`src/rtl/vend_pkg.sv`:
```
// Shared vending definitions: coin encoding, coin values and the
// dispenser state encoding. The coin encoding matches the vending FSM
// coin input.
package vend_pkg;

  localparam int NUM_COINS = 4;

  typedef enum logic [1:0] {
    C1  = 2'd0,
    C5  = 2'd1,
    C10 = 2'd2,
    C25 = 2'd3
  } coin_t;

  typedef enum logic [2:0] {
    ST_IDLE    = 3'd0,
    ST_SELECT  = 3'd1,
    ST_PRESENT = 3'd2,
    ST_DONE    = 3'd3,
    ST_FAULT   = 3'd4
  } disp_state_t;

  // Value in cents of one coin. Eight bits hold the largest coin; users
  // resize to their datapath width (which must be at least 5 bits).
  function automatic logic [7:0] coin_val(input coin_t c);
    logic [7:0] v;
    case (c)
      C1:      v = 8'd1;
      C5:      v = 8'd5;
      C10:     v = 8'd10;
      default: v = 8'd25;
    endcase
    return v;
  endfunction

endpackage

```
`src/rtl/change_dispenser_if.sv`:
```
// Bus between the vending FSM / coin mechanism (master) and the change
// dispenser (slave).
//
// Handshake: the dispenser presents a coin by raising coin_valid with a
// stable coin_code; the coin mechanism answers with coin_ack. A coin is
// transferred on the clock edge where coin_valid and coin_ack are both
// high; coin_valid then drops for at least one cycle. coin_ack while
// coin_valid is low has no effect. start/refill are single-cycle
// requests that only take effect while busy is low.
interface change_dispenser_if #(
  parameter int WIDTH = 8
);
  import vend_pkg::*;

  logic              start;
  logic [WIDTH-1:0]  amount;
  logic              refill;
  logic              coin_ack;
  logic              coin_valid;
  coin_t             coin_code;
  logic              busy;
  logic              done;
  logic              fault;
  logic [WIDTH-1:0]  remaining;
  logic [WIDTH-1:0]  shortfall;
  logic [WIDTH-1:0]  coins_out;
  logic [3:0]        stock_empty;
  disp_state_t       state;        // debug view of the dispenser FSM

  modport master (
    output start, amount, refill, coin_ack,
    input  coin_valid, coin_code, busy, done, fault,
           remaining, shortfall, coins_out, stock_empty, state
  );

  modport slave (
    input  start, amount, refill, coin_ack,
    output coin_valid, coin_code, busy, done, fault,
           remaining, shortfall, coins_out, stock_empty, state
  );

endinterface

```
`src/rtl/change_dispenser_coin_select.sv`:
```
// Greedy coin picker: highest-value coin that is in stock and does not
// exceed the value still owed.
module coin_select
  import vend_pkg::*;
#(
  parameter int WIDTH = 8
) (
  input  logic [WIDTH-1:0] i_remaining,
  input  logic [3:0]       i_stock_empty,
  output logic             o_found,
  output coin_t            o_code
);

  // Scan low to high so the highest eligible code wins.
  always_comb begin
    o_found = 1'b0;
    o_code  = C1;
    for (int i = 0; i < NUM_COINS; i++) begin
      if (!i_stock_empty[i] &&
          (i_remaining >= WIDTH'(coin_val(coin_t'(2'(i)))))) begin
        o_found = 1'b1;
        o_code  = coin_t'(2'(i));
      end
    end
  end

endmodule

```
`src/rtl/change_dispenser.sv`:
```
// Change dispenser: pays an amount out as single-coin requests, largest
// coin first, tracking per-denomination stock and flagging shortfalls.
module change_dispenser
  import vend_pkg::*;
#(
  parameter int WIDTH      = 8,
  parameter int STOCK_W    = 4,
  parameter int INIT_STOCK = 15
) (
  input  logic                clk,
  input  logic                rst,
  change_dispenser_if.slave   bus
);

  localparam logic [STOCK_W-1:0] INIT_S = STOCK_W'(INIT_STOCK);

  disp_state_t        r_state;
  disp_state_t        w_next;
  logic [WIDTH-1:0]   r_remaining;
  logic [WIDTH-1:0]   r_shortfall;
  logic [WIDTH-1:0]   r_coins_out;
  coin_t              r_code;
  logic [STOCK_W-1:0] r_stock [NUM_COINS];

  logic               w_found;
  coin_t              w_code;
  logic [3:0]         w_stock_empty;
  logic [WIDTH-1:0]   w_coin_val;

  // Empty flags per denomination, fed to the picker and the bus.
  always_comb begin
    w_stock_empty = '0;
    for (int i = 0; i < NUM_COINS; i++) begin
      w_stock_empty[i] = (r_stock[i] == '0);
    end
  end

  assign w_coin_val = WIDTH'(coin_val(r_code));

  coin_select #(.WIDTH(WIDTH)) u_coin_select (
    .i_remaining   (r_remaining),
    .i_stock_empty (w_stock_empty),
    .o_found       (w_found),
    .o_code        (w_code)
  );

  // State register.
  always_ff @(posedge clk or posedge rst) begin
    if (rst) r_state <= ST_IDLE;
    else     r_state <= w_next;
  end

  // Next-state logic.
  always_comb begin
    w_next = r_state;
    case (r_state)
      ST_IDLE: begin
        if (bus.start) w_next = (bus.amount != '0) ? ST_SELECT : ST_DONE;
      end
      ST_SELECT: begin
        if (w_found)                 w_next = ST_PRESENT;
        else if (r_remaining == '0)  w_next = ST_DONE;
        else                         w_next = ST_FAULT;
      end
      ST_PRESENT: begin
        if (bus.coin_ack) w_next = ST_SELECT;
      end
      ST_DONE:  w_next = ST_IDLE;
      ST_FAULT: w_next = ST_IDLE;
      default:  w_next = ST_IDLE;
    endcase
  end

  // FSM-decoded outputs; coin_valid is exactly the PRESENT state.
  always_comb begin
    bus.coin_valid = (r_state == ST_PRESENT);
    bus.done       = (r_state == ST_DONE);
    bus.fault      = (r_state == ST_FAULT);
    bus.busy       = (r_state != ST_IDLE);
  end

  // Datapath: amount owed, coin selection, counters and stock.
  always_ff @(posedge clk or posedge rst) begin
    if (rst) begin
      r_remaining <= '0;
      r_shortfall <= '0;
      r_coins_out <= '0;
      r_code      <= C1;
      for (int i = 0; i < NUM_COINS; i++) r_stock[i] <= INIT_S;
    end else begin
      case (r_state)
        ST_IDLE: begin
          if (bus.start) begin
            // A zero amount loads zero, so remaining is consistent either way.
            r_remaining <= bus.amount;
            r_coins_out <= '0;
            r_shortfall <= '0;
          end else if (bus.refill) begin
            for (int i = 0; i < NUM_COINS; i++) r_stock[i] <= INIT_S;
          end
        end
        ST_SELECT: begin
          if (w_found)                r_code      <= w_code;
          else if (r_remaining != '0) r_shortfall <= r_remaining;
        end
        ST_PRESENT: begin
          if (bus.coin_ack) begin
            // The picker only offers coins <= remaining and in stock,
            // so neither subtraction can wrap.
            r_remaining     <= r_remaining - w_coin_val;
            r_stock[r_code] <= r_stock[r_code] - 1'b1;
            r_coins_out     <= r_coins_out + 1'b1;
          end
        end
        default: ;
      endcase
    end
  end

  // Registered values to the bus.
  always_comb begin
    bus.coin_code   = r_code;
    bus.remaining   = r_remaining;
    bus.shortfall   = r_shortfall;
    bus.coins_out   = r_coins_out;
    bus.stock_empty = w_stock_empty;
    bus.state       = r_state;
  end

endmodule
```
`src/flat_wrapper.sv`:
```
// flat-port wrapper written by rule: the top's interface ports become plain ports
module change_dispenser_flat import vend_pkg::*;
#(
  parameter int WIDTH      = 8,
  parameter int STOCK_W    = 4,
  parameter int INIT_STOCK = 15
)
  (clk, rst, bus_start, bus_amount, bus_refill, bus_coin_ack, bus_coin_valid, bus_coin_code, bus_busy, bus_done, bus_fault, bus_remaining, bus_shortfall, bus_coins_out, bus_stock_empty, bus_state);
  change_dispenser_if #(.WIDTH(WIDTH)) bus_i ();
  input  logic clk;
  input  logic rst;
  input wire logic [$bits(bus_i.start)-1:0] bus_start;
  input wire logic [$bits(bus_i.amount)-1:0] bus_amount;
  input wire logic [$bits(bus_i.refill)-1:0] bus_refill;
  input wire logic [$bits(bus_i.coin_ack)-1:0] bus_coin_ack;
  output wire logic [$bits(bus_i.coin_valid)-1:0] bus_coin_valid;
  output wire logic [$bits(bus_i.coin_code)-1:0] bus_coin_code;
  output wire logic [$bits(bus_i.busy)-1:0] bus_busy;
  output wire logic [$bits(bus_i.done)-1:0] bus_done;
  output wire logic [$bits(bus_i.fault)-1:0] bus_fault;
  output wire logic [$bits(bus_i.remaining)-1:0] bus_remaining;
  output wire logic [$bits(bus_i.shortfall)-1:0] bus_shortfall;
  output wire logic [$bits(bus_i.coins_out)-1:0] bus_coins_out;
  output wire logic [$bits(bus_i.stock_empty)-1:0] bus_stock_empty;
  output wire logic [$bits(bus_i.state)-1:0] bus_state;
  assign bus_i.start = bus_start;
  assign bus_i.amount = bus_amount;
  assign bus_i.refill = bus_refill;
  assign bus_i.coin_ack = bus_coin_ack;
  assign bus_coin_valid = bus_i.coin_valid;
  assign bus_coin_code = bus_i.coin_code;
  assign bus_busy = bus_i.busy;
  assign bus_done = bus_i.done;
  assign bus_fault = bus_i.fault;
  assign bus_remaining = bus_i.remaining;
  assign bus_shortfall = bus_i.shortfall;
  assign bus_coins_out = bus_i.coins_out;
  assign bus_stock_empty = bus_i.stock_empty;
  assign bus_state = bus_i.state;
  change_dispenser #(.WIDTH(WIDTH), .STOCK_W(STOCK_W), .INIT_STOCK(INIT_STOCK)) u_core (.clk(clk), .rst(rst), .bus(bus_i));
endmodule
```
`config.mk`:
```
export PLATFORM = sky130hd
export DESIGN_NAME = change_dispenser_flat
export DESIGN_NICKNAME = d
export VERILOG_FILES = /design/src/rtl/vend_pkg.sv /design/src/rtl/change_dispenser_if.sv /design/src/rtl/change_dispenser_coin_select.sv /design/src/rtl/change_dispenser.sv /design/src/flat_wrapper.sv
export SDC_FILE = /design/constraint.sdc
export NUM_CORES = 1
export LEC_CHECK = 0
export ABC_AREA = 1
export CAP_MARGIN = 20
export CORE_MARGIN = 2
export CORE_UTILIZATION = 30
export DETAILED_ROUTE_END_ITERATION = 6
export GPL_TIMING_DRIVEN = 0
export SLEW_MARGIN = 20
export SYNTH_ARGS = -nofsm -noshare
export SYNTH_HDL_FRONTEND = slang
export SYNTH_SLANG_ARGS = --single-unit
```
`constraint.sdc`:
```
create_clock -name clk -period 2.2 [get_ports clk]
set_clock_uncertainty 0.1 [all_clocks]
set_input_delay 0.44 -clock clk [delete_from_list [all_inputs] [get_ports clk]]
set_output_delay 0.44 -clock clk [all_outputs]
set_load 0.02 [all_outputs]
```
==> summary.md <==
| Metric | Value |
|---|---|
| Part of the cycle the worst path needs | 96.58% |
| Max-slew headroom | between 50 and 60% |
| Num Clock Sinks | between 40 and 50 |
| Wire length on met2 | between 3000 and 4000 µm |
| DRT Pass-1 Iters | 6 |
| # rows | 34 |
| Yosys warns | 0 |
| Clock power frac | roughly a tenth |
| CP Data Required Time | 1.66 ns |
| Final antenna-violating net count | 0 |
| Period minus WS final | approximately 2.1 ns |
| Drt wl/cell | ~14 µm |
| Initial antenna violation count | 0 |
| Seq/Total Area, Yosys | around two fifths |
| CTS tree | done |
| Die height | 99.59 µm |
| Critical path class | reg2out |
| DP HPWL | approximately 5300 µm |
| Post-synth design cell area | 0.002741 mm² |
| FF+latch count, synth | 45 |
| Slew Limit Fails | 0 |
| Switch share | 48.66% |
| Placed Area | between 0.003 and 0.004 mm² |
| Synth cell types | 38 |
| Data arrival, critical path | approximately 1.6 ns |
| Max FO, Critical Path | 14 |
| Initial Utilization | a little under a third |
| Crit path max-delay family | buffers and inverters |
| # nets final | roughly 430 |
| Avg Inst Size Synth | 7.833 µm² |
| CP Launch Type | register |
| Worst-path clk slew | approximately 0.09 ns |
| Vias post-DR | 2488 |
| Pwr/cell area | between 1000 and 1500 mW/mm² |
| Post-synth EDFFs | 0 |
| Residual DRC | 0 |
| Combinational share of power | approximately 62% |
| Setup TNS | 0 ns |
| Ys flop type | dfrtp_1 |
| Largest net degree at the start of global routing | 28 |
| Pleak | ~1.8 nW |
| Commonest non-fill, non-tap cells in the layout | nand2_1, inv_1, clkdlybuf4s50_1 |
| Final WL | 7037 µm |
| Grt total ovfl | 0 |
| CTS Buf Count | 5 |
| Number of global-route vias before repair | about 2400 |
| Syn nets | about 370 |
| Slowest CP cell | dfrtp_2 |
| Root Driver | clkbuf_8 |
| DR WL met3 | roughly 420 µm |
| Syn Inst Count | 350 |
| Gr usage total | between 10 and 15% |
| First-pass GRT wire length | roughly 12000 µm |
| Worst VDD drop | between 700 and 800 µV |
| H-tree levels | 2 |
| Asr flop ratio synth | 100.0% |
| P_int | around 0.0027 W |
| Buf/Inv on CP | 3 |
| GPL Wtd Cong | 0.9330 |
| I/O Buffers | slightly below 50 |
| Worst-Margin Slew | slightly above 0.6 ns |
| Top Layer Used | met4 |
| Routed met1 length | 3384 µm |
| Starting DRT DRC Count | about 100 |
| Layout cells sized above 1 | between 10% and 20% |
| Setup violations, final | 0 |
| Clk_lat worst skew | 0.31 ns |
| Number of buffers added to fix hold violations after cts | 0 |
| Commonest non-fill, non-tap cell in the layout | nand2_1 |
| CP cell instances | nor2_2 > nand2_1 > buf_6 > inv_4 > clkdlybuf4s15_2 |
| Final Hold Viols | 0 |
| IO Pins | 50 |
| Core box area | 0.008806 mm² |
| Max-cap viol count | 0 |
| Horiz. Die Dim | about 100 µm |
| Hold_ws | 0.3884 ns |
| Antenna Cells | 0 |
| Switch Pwr | ~0.0025 W |
| Outcome | finished clean |
| Via/cell ratio | ~4.8 |
| Sequential share of power | between 20% and 30% |
| Layout Area Growth over Synthesis | 29.99% |
| Crit end category | primary output |
| HP Class | reg2reg |
| Clock Tree Buf Depth | 2 |
| Fmax | between 0.4 and 0.5 GHz |
| CP max stage delay | roughly 0.47 ns |
| Design Area, Final | between 0.003 and 0.004 mm² |
| DIE AREA | just under 0.01 mm² |
==> area by class of cell <==
class	count	area, µm²
Sequential cell	45	1151
Buffer	5	37.54
Tap cell	108	135.1
Inverter	59	224.0
Timing Repair Buffer	54	558.0
Fill cell	881	5243
Multi-Input combinational cell	240	1368
Clock buffer	8	90.09
==> power groups by stage <==
stage	clock network (W)	logic, W	registers [W]
6_report	0.000541	0.00324	0.00142
5_1_grt	0.000590	0.00359	0.00146
4_1_cts	0.000558	0.00314	0.00142
3_5_place_dp	0	0.00310	0.00142
3_3_place_gp	0	0.00306	0.00142
2_1_floorplan	0	0.00194	0.00158
==> kinds of logic (layout without fill, tap and decap cells) <==
| kind of cell | Yosys count | after routing | share of synthesized area (%) |
|---|---|---|---|
| AO/OA/AOI/OAI | 63 | 63 | 14.70 |
| adder cells (fa/ha/maj) | 8 | 8 | 3.925 |
| XOR/XNOR | 4 | 4 | 1.278 |
| buffers and inverters | 65 | 126 | 9.722 |
| AND/OR/NAND/NOR | 165 | 165 | 28.57 |
| flip-flops | 45 | 45 | 41.81 |
==> layer usage <==
metal  GRT usage [%]  vias to the layer above
li1                -                     1259
met1           21.02                     1156
met2           22.51                       67
met3           2.530                        6
met4           4.110                        0
met5               0                        -
==> what timing repair did <==
action                                  CTS  global route
pin swaps                                 1             0
setup buffers                             1             3
resized for setup                         9            10
endpoints found under the setup margin    4            14
==> cells in the mapped netlist (7+ instances only) <==
master / number / area share [%]
a21oi_1: 11 / 2.0
ha_1: 7 / 3.2
o21ai_0: 18 / 3.3
dfstp_2: 16 / 15
nand2_1: 83 / 11
nand3_1: 14 / 2.6
nor3_1: 9 / 1.6
inv_1: 57 / 7.8
a22oi_1: 11 / 3.0
nor2_1: 27 / 3.7
dfrtp_1: 29 / 26
o21ai_2: 12 / 3.8
==> worst register-to-register path: cells and delay by family, from the launching register on <==
family / cells / cell delay [ns]
flops: 1 / 0.46
simple gates: 2 / 0.43
compound gates: 2 / 0.40
xor+xnor: 1 / 0.30
fa+ha+maj: 1 / 0.24
buf+inv: 1 / 0.10
==> per-stage QoR <==
step	util (%)	setup WS [ns]	instances	power (W)
after global routing	40.47	-0.004839	519	0.005642
after floorplan	-	0.1356	350	0.003523
after global placement	38.24	-0.3595	507	0.004475
after detailed placement	38.55	-0.1206	508	0.004527
final	40.47	0.07525	519	0.005205
after CTS	39.78	0.002015	516	0.005115
==> final timing paths <==
kind / from / endpoint / slack (ns) / depth (start not counted)
worst min register to register: u_core.bus.shortfall[3] / u_core.bus.shortfall[3] / 0.39 / 2
min in group asynchronous: rst / u_core.bus.remaining[5] / 0.42 / 2
worst max register to register: u_core.bus.coin_code[1] / u_core.r_stock[2] / 0.09 / 7
worst min-delay path: u_core.bus.shortfall[3] / u_core.bus.shortfall[3] / 0.39 / 2
worst max-delay path: u_core.bus.state[2] / bus_coin_valid / 0.08 / 5
max in group asynchronous: rst / u_core.r_stock[3] / 0.99 / 3
==> registers in the layout (all words and copies together), names as in the netlist <==
register,count
u_core.bus.coin_code,2
u_core.bus.shortfall,8
u_core.bus.remaining,8
u_core.bus.state,3
u_core.bus.coins_out,8
u_core.r_stock,16
No activity file was read; power rests on OpenSTA's default activity.
